### config.mk
export PLATFORM = sky130hd
export DESIGN_NAME = data_bus_responder
export DESIGN_NICKNAME = d
export VERILOG_FILES = /design/src/rtl/data_bus_responder.sv
export SDC_FILE = /design/constraint.sdc
export NUM_CORES = 2
export LEC_CHECK = 0
export BUFFER_PORTS_ARGS = -buffer_cell sky130_fd_sc_hd__buf_4
export CAP_MARGIN = 0
export CORE_MARGIN = 2
export CORE_UTILIZATION = 38
export CTS_CLUSTER_SIZE = 30
export DETAILED_ROUTE_END_ITERATION = 10
export PLACE_DENSITY = 0.63
export SLEW_MARGIN = 25
export SYNTH_ARGS = -nofsm -noshare
export SYNTH_HDL_FRONTEND = slang
export SYNTH_SLANG_ARGS = --single-unit
### constraint.sdc
create_clock -name clk -period 6.6 [get_ports clk]
set_input_delay 0.33 -clock clk [delete_from_list [all_inputs] [get_ports clk]]
set_output_delay 0.33 -clock clk [all_outputs]
set_load 0.01 [all_outputs]
### src/rtl/data_bus_responder.sv
// Word-organised memory slave: byte/half/word loads and stores with a fixed number of wait states.
// Latency is req-sample + 1 + WAIT_CYCLES; no backpressure, inputs are ignored until the response cycle ends.
module data_bus_responder #(
    parameter int DEPTH_WORDS = 64,
    parameter int WAIT_CYCLES = 1
) (
    input  logic        clk,
    input  logic        reset,
    input  logic        req,
    input  logic        busWe,
    input  logic [31:0] addr,
    input  logic [31:0] wData,
    input  logic [1:0]  memSize,
    input  logic        memUnsigned,
    output logic [31:0] rData,
    output logic        ready,
    output logic        err
);

    localparam logic [1:0]  S_IDLE    = 2'd0;
    localparam logic [1:0]  S_WAIT    = 2'd1;
    localparam logic [1:0]  S_RESP    = 2'd2;
    localparam int          AW        = (DEPTH_WORDS > 1) ? $clog2(DEPTH_WORDS) : 1;
    localparam logic [29:0] DEPTH_LIM = 30'(DEPTH_WORDS);
    localparam logic [3:0]  WAIT_LOAD = 4'((WAIT_CYCLES > 0) ? WAIT_CYCLES - 1 : 0);

    logic [1:0]  state_q, state_d;
    logic [3:0]  cnt_q, cnt_d;
    logic        we_q, we_d;
    logic [31:0] addr_q, addr_d;
    logic [31:0] wdata_q, wdata_d;
    logic [1:0]  size_q, size_d;
    logic        uns_q, uns_d;
    logic [31:0] rdata_q, rdata_d;
    logic        ready_q, ready_d;
    logic        err_q, err_d;

    logic [31:0] mem [DEPTH_WORDS];

    // "cur" is the transaction being decided: live inputs in IDLE, latched copy afterwards
    logic        cur_we;
    logic [31:0] cur_addr;
    logic [1:0]  cur_size;
    logic        cur_uns;
    logic        cur_bad;
    logic [31:0] rd_word;
    logic [31:0] ld_val;
    logic [7:0]  ld_byte;
    logic [15:0] ld_half;
    logic        enter_resp;
    logic        commit;
    logic [AW-1:0] st_idx;
    logic [31:0] st_word;

    always_comb begin
        cur_we   = (state_q == S_IDLE) ? busWe       : we_q;
        cur_addr = (state_q == S_IDLE) ? addr        : addr_q;
        cur_size = (state_q == S_IDLE) ? memSize     : size_q;
        cur_uns  = (state_q == S_IDLE) ? memUnsigned : uns_q;

        cur_bad = (cur_size == 2'b11)
                | ((cur_size == 2'b01) & cur_addr[0])
                | ((cur_size == 2'b10) & (cur_addr[1:0] != 2'b00))
                | (cur_addr[31:2] >= DEPTH_LIM);

        rd_word = cur_bad ? 32'h0 : mem[cur_addr[AW+1:2]];
        ld_byte = rd_word[{cur_addr[1:0], 3'b000} +: 8];
        ld_half = rd_word[{cur_addr[1], 4'b0000} +: 16];
        case (cur_size)
            2'b00:   ld_val = {{24{~cur_uns & ld_byte[7]}}, ld_byte};
            2'b01:   ld_val = {{16{~cur_uns & ld_half[15]}}, ld_half};
            2'b10:   ld_val = rd_word;
            default: ld_val = 32'h0;
        endcase
    end

    always_comb begin
        state_d    = state_q;
        cnt_d      = cnt_q;
        we_d       = we_q;
        addr_d     = addr_q;
        wdata_d    = wdata_q;
        size_d     = size_q;
        uns_d      = uns_q;
        enter_resp = 1'b0;
        case (state_q)
            S_IDLE: begin
                if (req) begin
                    we_d    = busWe;
                    addr_d  = addr;
                    wdata_d = wData;
                    size_d  = memSize;
                    uns_d   = memUnsigned;
                    if (WAIT_CYCLES > 0) begin
                        state_d = S_WAIT;
                        cnt_d   = WAIT_LOAD;
                    end else begin
                        state_d    = S_RESP;
                        enter_resp = 1'b1;
                    end
                end
            end
            S_WAIT: begin
                if (cnt_q == 4'd0) begin
                    state_d    = S_RESP;
                    enter_resp = 1'b1;
                end else begin
                    cnt_d = cnt_q - 4'd1;
                end
            end
            S_RESP:  state_d = S_IDLE;
            default: state_d = S_IDLE;
        endcase

        ready_d = enter_resp;
        err_d   = enter_resp & cur_bad;
        rdata_d = (enter_resp & ~cur_bad & ~cur_we) ? ld_val : rdata_q;
    end

    // Store merges into the old word at the edge that ends RESP; a reset on that edge cancels it
    always_comb begin
        commit  = (state_q == S_RESP) & we_q & ~err_q & ~reset;
        st_idx  = addr_q[AW+1:2];
        st_word = mem[st_idx];
        case (size_q)
            2'b00:   st_word[{addr_q[1:0], 3'b000} +: 8] = wdata_q[7:0];
            2'b01:   st_word[{addr_q[1], 4'b0000} +: 16] = wdata_q[15:0];
            default: st_word = wdata_q;
        endcase
    end

    always_ff @(posedge clk) begin
        if (commit) begin
            mem[st_idx] <= st_word;
        end
    end

    always_ff @(posedge clk) begin
        if (reset) begin
            state_q <= S_IDLE;
            cnt_q   <= 4'd0;
            we_q    <= 1'b0;
            addr_q  <= 32'h0;
            wdata_q <= 32'h0;
            size_q  <= 2'b00;
            uns_q   <= 1'b0;
            rdata_q <= 32'h0;
            ready_q <= 1'b0;
            err_q   <= 1'b0;
        end else begin
            state_q <= state_d;
            cnt_q   <= cnt_d;
            we_q    <= we_d;
            addr_q  <= addr_d;
            wdata_q <= wdata_d;
            size_q  <= size_d;
            uns_q   <= uns_d;
            rdata_q <= rdata_d;
            ready_q <= ready_d;
            err_q   <= err_d;
        end
    end

    assign rData = rdata_q;
    assign ready = ready_q;
    assign err   = err_q;

endmodule

==> impl_metrics.ini <==
[layout]
multiInputGateArea_sq_mm = 0.0365
area_growth_pct = 14.4
stdcell_area_sq_mm = 0.116
nNetsFinal = 6374
drive_above_1_share_pct = 28.2
nFillCells = 22800
final-seq-area_sq_mm = 0.0638

[clock_tree]
cts_tree = built
ctsLongestPathBuffers = 3
clock_sinks = 2162
clk_pin_slew_ns = 0.06
clkLatencyLatePin_ns = 0.91
cts_made_buffers = 208
cts_root_buffer = clkbuf_16
cts_max_level = 4
cts_setup_buffers = 0

[status]
status = finished, final reports clean

[timing]
fin_worst_skew_ns = 0.0713
period_share_pct = 82.4
report.final.slew_viol_count = 0
fmax_mhz = 184
rsz0062_at_grt = false
worst_slack_ns = 1.16
finalHoldViolCount = 0
max-slew-margin-rel_pct = 15.9
setup-tns-final_ns = 0
tightest_slew_ns = 1.26
final.min_clock_period_ns = 5.44
setup_violations = 0

[logic_synthesis]
ys_seq_area_share_pct = 62.7
avgSynthCellArea_sq_um = 16.7
yosysUniqueCellTypes = 91
synth_most_common_cell = edfxtp_1
synth_edf_count = 2048
syn-instance-count = 6086
synthTopCellsByCount = edfxtp_1 (2048), mux4_2 (937), nand2_1 (888), mux2i_1 (248), nand3_1 (224)
async_reset_ff_share_pct = 0
dominantRegCellSynth = edfxtp_1
synthesis.area_sq_mm = 0.102
syn-num-nets = 6164
yosysTopAreaCellShare_pct = 60.4
synth_seq_cells = 2162
synth_top_area_cell = edfxtp_1
yosys_warnings = 0
ys_top_cells_by_area = edfxtp_1 (60%), mux4_2 (21%), nand2_1 (3.3%)

[placement]
dp_hpwl_microns = 220000
io_buffers = 104
placed_area_sq_mm = 0.108
gp_congestion = 0.935
place_ws_ns = 1.31

[die]
initial_utilization_pct = 38.3
coreArea_sq_mm = 0.266
die_h_microns = 521
die_area_sq_mm = 0.272
die_w_microns = 521
num_io_pins = 105
num_rows = 189

[worst_setup_path]
slowest_stage = o31ai_4
worstPathArrival_ns = 6.15
critical-path-max-stage-delay_ns = 0.92
r2r-start = state_q[1]$_SDFFE_PP0P_
start_kind = register
crit_path_max_fanout = 66
rrSetupSlack_ns = 1.16
r2r_cells = 11
cp_top_family = compound AO/OA/AOI/OAI gates
crit_type = reg -> reg
crit_required_ns = 7.31
crit_chain = buf_4 -> or3b_1 -> nand2_8 -> nand2_1 -> o22ai_1 -> o41ai_1 -> o311ai_1 -> nor3_1 -> nor4_1 -> o31ai_4 -> a211oi_1
rr_endpoint = rData[10]$_SDFFE_PP0P_
path_buf_inv = 1
cp-end-kind = register

[global_routing]
grtUsageMet2_pct = 40.2
gr-total-overflow = 0
grt_use_total_pct = 27.1
grt-busiest-layer = met2
antenna_found_initial = 20
grt_max_degree = 107
met3_usage_pct = 8.01
grt_pass1_wl_microns = 516000
grt_util_met1_pct = 34.9
grt_pass1_vias = 64500

[run]
max-cap-violations = 0

[hold_path]
worstHoldEndpoint = addr_q[11]$_SDFFE_PP0P_
holdPathStages = 4
hold_path_class = in -> reg
min_from = addr[11]

[drt]
avgViaCountPerCell = 6.69
vias = 67100
wl_per_cell_microns = 37.5
totalWireLength_microns = 376000
ant_nets = 0
drc_errors = 0
first_pass_iters = 8
drt_iter0_drc = 12300

[power]
p_leak_nw = 36.3
powerDensity_mw_per_mm2 = 282
ir_worst_vdd_uv = 282
==> what timing repair did <==
action / CTS / global route
resized for setup: 0 / 0
endpoints found under the hold margin: 79 / 0
hold buffers: 97 / 0
==> worst min-delay path, delay by kind of cell <==
family	cells	cell delay, ns
buf+inv	2	0.63
simple gates	1	0.04
compound gates	1	0.10
==> worst max path at each step <==
stage / startpoint / end / cells after the start
finish: state_q[1]$_SDFFE_PP0P_ / rData[10]$_SDFFE_PP0P_ / 11
global route: state_q[1]$_SDFFE_PP0P_ / rData[10]$_SDFFE_PP0P_ / 11
CTS: state_q[1]$_SDFFE_PP0P_ / rData[10]$_SDFFE_PP0P_ / 11
detailed placement: addr[2] / rData[10]$_SDFFE_PP0P_ / 12
global placement: addr[2] / rData[13]$_SDFFE_PP0P_ / 12
floorplan: register / mem[0][25]$_DFFE_PP_ / 12
==> placed cells by master (no fill, tap or decap), drive strengths merged, types with 84 or more instances in the layout <==
cell	count
a21oi	144
mux4	937
dfxtp	114
o21ai	94
dlygate4sd3	97
clkbuf	248
mux2i	248
a31oi	115
nor2	175
a32oi	84
nand2	890
edfxtp	2048
nand3	224
buf	378
clkinv	97
==> registers in the layout (all words and copies together) (netlist names), named ones only <==
| register | flops |
|---|---|
| state_q | 2 |
| addr_q | 32 |
| cnt_q | 4 |
| mem | 2048 |
| ready | 1 |
| rData | 32 |
| uns_q | 1 |
| err | 1 |
| wdata_q | 32 |
| we_q | 1 |
| size_q | 2 |
==> layout make-up <==
class                   instances  area share [%]
clock buffers                 248            4.68
inverters                      19          0.0613
multi-input cells            3430            31.3
flip-flops and latches       2162            54.8
well taps                    3533            3.80
diodes                         18          0.0387
repair buffers                475            3.91
clock inverters               143            1.40
==> stage by stage <==
step	power (W)	hold WS [ns]	std cells	utilization (%)
floorplan	0.0189	0.431	6086	-
finish	0.0328	0.235	10000	43.8
global route	0.0336	0.250	10000	43.8
detailed placement	0.0204	0.450	9521	40.7
CTS	0.0328	0.198	10000	43.8
global placement	0.0204	0.437	9501	40.5
==> layer usage <==
metal / vias to the layer above / part of all wire [%] / wire, microns
met5: - / 0.020 / 75
met3: 1220 / 14 / 52300
li1: 25500 / - / -
met4: 12 / 7.2 / 27000
met1: 34800 / 35 / 130000
met2: 5602 / 44 / 167000
==> logic make-up after synthesis <==
| group | count (synthesis) | share of synthesized area, % |
|---|---|---|
| XOR/XNOR | 1 | 0.00861 |
| AO/OA/AOI/OAI | 731 | 4.99 |
| multiplexers | 1209 | 23.4 |
| buffers and inverters | 494 | 2.51 |
| AND/OR/NAND/NOR | 1482 | 6.28 |
| flip-flops | 2162 | 62.7 |
| adder cells (fa/ha/maj) | 7 | 0.0861 |
==> power by group <==
part | internal [W] | total (W) | switching [W]
clock network | 0.00705 | 0.0125 | 0.00546
logic | 0.00155 | 0.00453 | 0.00298
registers | 0.0157 | 0.0158 | 0.000123
No activity file was read; power rests on OpenSTA's default activity.
